## src/rtl/pattern_collector.sv

```systemverilog
// pattern_collector: collects a round of one-hot key presses as 2-bit colors packed LSB-first.
// Define SIMON_INPUT_TIMEOUT_EN to abort a round after TIMEOUT_CYCLES idle cycles in WAIT_PRESS.
module pattern_collector #(
  parameter int MAX_COLORS     = 8,
  parameter int TIMEOUT_CYCLES = 1000
) (
  input  logic                    clk,
  input  logic                    reset,
  input  logic                    start,
  input  logic [3:0]              length,
  input  logic [3:0]              keys,
  output logic [2*MAX_COLORS-1:0] pattern,
  output logic [1:0]              color,
  output logic                    color_valid,
  output logic [3:0]              count,
  output logic                    busy,
  output logic                    done,
  output logic                    timeout
);
  localparam int PW = 2*MAX_COLORS;
  localparam logic [3:0] MAXC = 4'(MAX_COLORS);
  if (MAX_COLORS < 1 || MAX_COLORS > 15 || TIMEOUT_CYCLES < 1) begin : g_bad_cfg
    $error("pattern_collector: unsupported MAX_COLORS or TIMEOUT_CYCLES");
  end
  typedef enum logic [1:0] {IDLE, WAIT_PRESS, WAIT_RELEASE, DONE} state_t;
  state_t        state_q;
  logic [PW-1:0] pattern_q;
  logic [1:0]    color_q;
  logic [3:0]    count_q, len_q, len_d;
  logic          cv_q, busy_q, done_q, timeout_q;
  logic          one_hot;
  logic [1:0]    key_idx;
  logic [PW-1:0] slot;
`ifdef SIMON_INPUT_TIMEOUT_EN
  localparam int TW = $clog2(TIMEOUT_CYCLES + 1);
  logic [TW-1:0] tcnt_q;
`endif
  always_comb begin
    len_d   = length == 4'd0 ? 4'd1 : (length > MAXC ? MAXC : length);
    one_hot = keys != 4'd0 && (keys & (keys - 4'd1)) == 4'd0;
    key_idx = keys[3] ? 2'd3 : keys[2] ? 2'd2 : keys[1] ? 2'd1 : 2'd0;
    // slots beyond count are still zero after start, so OR-ing in the new color is a write
    slot    = PW'(key_idx) << {count_q, 1'b0};
  end
  always_ff @(posedge clk or posedge reset)
    if (reset) begin
      state_q   <= IDLE;
      pattern_q <= '0;
      color_q   <= '0;
      count_q   <= '0;
      len_q     <= '0;
      cv_q      <= 1'b0;
      busy_q    <= 1'b0;
      done_q    <= 1'b0;
      timeout_q <= 1'b0;
`ifdef SIMON_INPUT_TIMEOUT_EN
      tcnt_q    <= '0;
`endif
    end else begin
      cv_q      <= 1'b0;
      done_q    <= 1'b0;
      timeout_q <= 1'b0;
      if (start) begin
        state_q   <= WAIT_PRESS;
        busy_q    <= 1'b1;
        pattern_q <= '0;
        count_q   <= '0;
        len_q     <= len_d;
`ifdef SIMON_INPUT_TIMEOUT_EN
        tcnt_q    <= '0;
`endif
      end else begin
        case (state_q)
          WAIT_PRESS:
            if (one_hot) begin
              state_q   <= WAIT_RELEASE;
              pattern_q <= pattern_q | slot;
              color_q   <= key_idx;
              count_q   <= count_q + 4'd1;
              cv_q      <= 1'b1;
`ifdef SIMON_INPUT_TIMEOUT_EN
              tcnt_q    <= '0;
            end else if (tcnt_q == TW'(TIMEOUT_CYCLES - 1)) begin
              state_q   <= IDLE;
              busy_q    <= 1'b0;
              timeout_q <= 1'b1;
              tcnt_q    <= '0;
            end else begin
              tcnt_q    <= tcnt_q + TW'(1);
`endif
            end
          WAIT_RELEASE:
            if (keys == 4'd0) begin
              state_q <= count_q == len_q ? DONE : WAIT_PRESS;
              busy_q  <= count_q != len_q;
              done_q  <= count_q == len_q;
            end
          DONE:    state_q <= IDLE;
          default: state_q <= IDLE;
        endcase
      end
    end
  assign pattern     = pattern_q;
  assign color       = color_q;
  assign color_valid = cv_q;
  assign count       = count_q;
  assign busy        = busy_q;
  assign done        = done_q;
`ifdef SIMON_INPUT_TIMEOUT_EN
  assign timeout     = timeout_q;
`else
  assign timeout     = 1'b0;
`endif
endmodule
```

## config.mk

```make
export PLATFORM = sky130hd
export DESIGN_NAME = pattern_collector
export DESIGN_NICKNAME = d
export VERILOG_FILES = /design/src/rtl/pattern_collector.sv
export SDC_FILE = /design/constraint.sdc
export NUM_CORES = 1
export LEC_CHECK = 0
export BUFFER_PORTS_ARGS = -buffer_cell sky130_fd_sc_hd__buf_2
export CORE_MARGIN = 2
export CORE_UTILIZATION = 57
export DETAILED_ROUTE_END_ITERATION = 8
export GPL_TIMING_DRIVEN = 0
export PLACE_DENSITY = 0.91
export SLEW_MARGIN = 25
export SYNTH_ARGS = -nofsm -noshare
export SYNTH_HDL_FRONTEND = slang
export SYNTH_SLANG_ARGS = --single-unit
```

## constraint.sdc

```tcl
create_clock -name clk -period 3.5 [get_ports clk]
set_input_delay 0.875 -clock clk [delete_from_list [all_inputs] [get_ports clk]]
set_output_delay 0.875 -clock clk [all_outputs]
set_load 0.005 [all_outputs]
```

==> reports/results.tsv <==
stage	metric	value	unit
outcome	run_status	finished, final reports clean	
yosys	ys_seq_elements	31	
cts	numCtsBuffers	5	
layout	area_growth	15.5	%
global_routing	grtUsageMet3	7.48	%
critical_path	cp_max_fo	8	
route	viasPerCell	5.71	
yosys	synthAdderAreaFrac	2.32	%
timing	fin_skew	0.00532	ns
critical_path	max_stage_delay	0.44	ns
timing	finalHoldViolCount	0	
global_routing	met1_usage	26.6	%
place	place_hpwl	2480	um
yosys	synthSimpleGateAreaFrac	17.2	%
critical_path	r2r_cells	7	
cts	cts_buffer_depth	2	
timing	tns	0	ns
route	dr.pass1.iters	4	
critical_path	cp_slowest_cell	nor4_1	
yosys	yosysTopAreaCellShare	48.0	%
critical_path	reg2reg_to	pattern[13]$_DFFE_PP0P_	
route	drcViolationCount	0	
timing	min_period_over_period	55.1	%
critical_path	start_kind	flip-flop	
pwr	total_leakage_power	0.873	nW
critical_path	cp.required	3.76	ns
yosys	synth_cells	161	
cts	root_buffer	clkbuf_4	
cts	ctsHoldBuffers	0	
die	row_count	19	
yosys	ys_types	39	
global_routing	grt_pass1_vias	1287	
yosys	yosys_warnings	0	
hold_path	hp-start	pattern[10]$_DFFE_PP0P_	
die	die_h	57.2	um
yosys	netlist_area	1620	um^2
hold_path	hp-class	flip-flop to flip-flop	
global_routing	top_usage_layer	met2	
place	place.gp.congestion	0.765	
global_routing	grtUsageTotal	22.8	%
route	wl	3390	um
timing	whs	0.497	ns
layout	drive_gt1_share	28.1	%
cts	clkTransAtPathRegs	0.09	ns
die	core_area	2730	um^2
route	postRouteAntennaNets	0	
global_routing	grt_antenna_before_repair	0	
timing	worst_slack	1.57	ns
yosys	synthTopCellsByArea	dfrtp_1 (48%), o22ai_1 (6.6%), inv_1 (5.1%)	
global_routing	grt_pass1_wl	5620	um
critical_path	critPathCapture	pattern[13]$_DFFE_PP0P_	
die	dieArea	3280	um^2
critical_path	r2r_start	state_q[1]$_DFFE_PP0P_	
yosys	synthesis.nets	175	
cts	htreeDepth	2	
critical_path	cp-startpoint	state_q[1]$_DFFE_PP0P_	
cts	cts_setup_buffers	0	
place	io_buffers	31	
place	place_ws	1.23	ns
job	maxCapViolCount	0	
route	vias	1313	
timing	fin_crit	1.93	ns
cts	clkSinkCount	31	
layout	n_antenna_cell	0	
timing	slew_headroom	58.6	%
cts	cts_tree	built	
timing	worst_slew_pin_slew	0.620	ns
pwr	powerDensity	385	nW/um^2
yosys	synth_compound_area_share	16.2	%
yosys	synth_edf_count	0	
route	wl_per_cell	14.7	um
die	initial_core_util	59.1	%
yosys	synth-xor-area-share	3.80	%
yosys	muxShareOfSynthArea	2.01	%
critical_path	r2r_slack	1.57	ns
critical_path	worstSetupPathType	flip-flop to flip-flop	
critical_path	cp_cell_sequence	inv_1 -> ha_1 -> nand2b_1 -> clkbuf_1 -> nor4_1 -> nand2_1 -> o22ai_1	
yosys	synth_top_family_by_area	simple AND/OR/NAND/NOR gates	
global_routing	grt_util_met2	37.8	%
die	die_w	57.2	um
yosys	async_flop_share	100	%
die	ioPinCount	37	
pwr	ir_worst_vdd	324	uV
timing	fmax	519	MHz
timing	drv_slew	0	
timing	setup_violations	0	
critical_path	crit_arrival	2.19	ns
cts	insertion_delay	0.34	ns
global_routing	grt_max_degree	32	
cts	cts_resized	0	
global_routing	grt_overflow_total	0	
route	drt_iter0_drc	30	
yosys	syn_avg_cell_area	10.0	um^2
timing	rsz0062_at_grt	no	
layout	nets	213	
yosys	synth_top_area_cell	dfrtp_1	
yosys	synth_ff_type	dfrtp_1	
critical_path	worstSetupEndpointType	flip-flop	
yosys	yosysSeqAreaShare	48.0	%
layout	fillCellCount	214	
per-layer routing:
metal,up-vias,part of all wire (%)
met5,-,0
met2,38,51
met1,637,41
li1,628,-
met3,10,5.1
met4,0,2.7
per-stage QoR:
step           utilization (%)  area (um^2)  std cells  total power [mW]
2_1_floorplan                -         1620        161             0.476
3_3_place_gp              66.2         1810        223             0.502
3_5_place_dp              66.2         1810        223             0.509
4_1_cts                   68.2         1870        230             0.720
5_1_grt                   68.2         1870        230             0.752
6_report                  68.2         1870        230             0.718
power breakdown:
group          internal, mW  total (mW)  switching (mW)
registers             0.373       0.384          0.0116
clock network        0.0928       0.215           0.122
logic                0.0500       0.119          0.0688
worst min path at each step:
stage	end	slack, ns	cells past startpoint
final	pattern[10]$_DFFE_PP0P_	0.50	1
after detailed placement	pattern[10]$_DFFE_PP0P_	0.47	1
after global routing	pattern[10]$_DFFE_PP0P_	0.52	1
after global placement	busy$_DFFE_PP0P_	0.47	1
after CTS	pattern[10]$_DFFE_PP0P_	0.50	1
after floorplan	pattern[10]$_DFFE_PP0P_	0.48	1
kinds of logic (layout without fill, tap and decap cells):
kind of cell | count (synthesis) | count (layout)
adder cells (fa/ha/maj) | 3 | 3
multiplexers | 3 | 3
buffers and inverters | 32 | 70
AO/OA/AOI/OAI | 40 | 40
AND/OR/NAND/NOR | 44 | 44
XOR/XNOR | 7 | 7
flip-flops | 31 | 31
other | 1 | 1
placed cells by master, fill, tap and decap left out, types with 2 or more instances in the layout:
cell type,Yosys,layout
or2_2,2,2
buf_6,4,4
o2bb2ai_1,2,2
nand2b_1,7,7
nor2_1,8,8
o31ai_1,2,2
or3_1,3,3
a21oi_1,5,5
inv_1,22,21
clkbuf_1,4,4
o21ai_0,7,7
nand4_1,2,2
o22ai_1,17,17
nand2_1,10,10
clkbuf_4,0,5
nor2b_1,4,4
buf_2,0,31
mux2_2,2,2
xnor2_1,6,6
dfrtp_1,31,31
ha_1,3,3
worst max-delay path, delay by kind of cell, from the launching register on:
family	cells	cell delay, ns
and+or+nand+nor	3	0.72
DFF	1	0.41
buffers and inverters	2	0.29
adders and majority gates	1	0.26
AOI/OAI and AO/OA	1	0.18
synthesized netlist by cell type (3+ instances only):
| master | n |
|---|---|
| nand2_1 | 10 |
| or3_1 | 3 |
| xnor2_1 | 6 |
| ha_1 | 3 |
| nor2_1 | 8 |
| a21oi_1 | 5 |
| o21ai_0 | 7 |
| dfrtp_1 | 31 |
| nand2b_1 | 7 |
| nor2b_1 | 4 |
| clkbuf_1 | 4 |
| inv_1 | 22 |
| buf_6 | 4 |
| o22ai_1 | 17 |
registers in the layout (all words and copies together) (netlist names):
name	count
busy	1
color	2
color_valid	1
count	4
done	1
len_q	4
pattern	16
state_q	2
cell type report:
cell class              instances  area [um^2]  area share (%)
plain buffers                  10         82.6            4.43
clock buffers                   6         51.3            2.75
clock inverters                 1         5.00           0.268
inverters                      22         82.6            4.43
multi-input cells              98          674            36.2
flip-flops and latches         31          776            41.6
well taps                      31         38.8            2.08
repair buffers                 31          155            8.32
(Power assumes the default switching activity.)
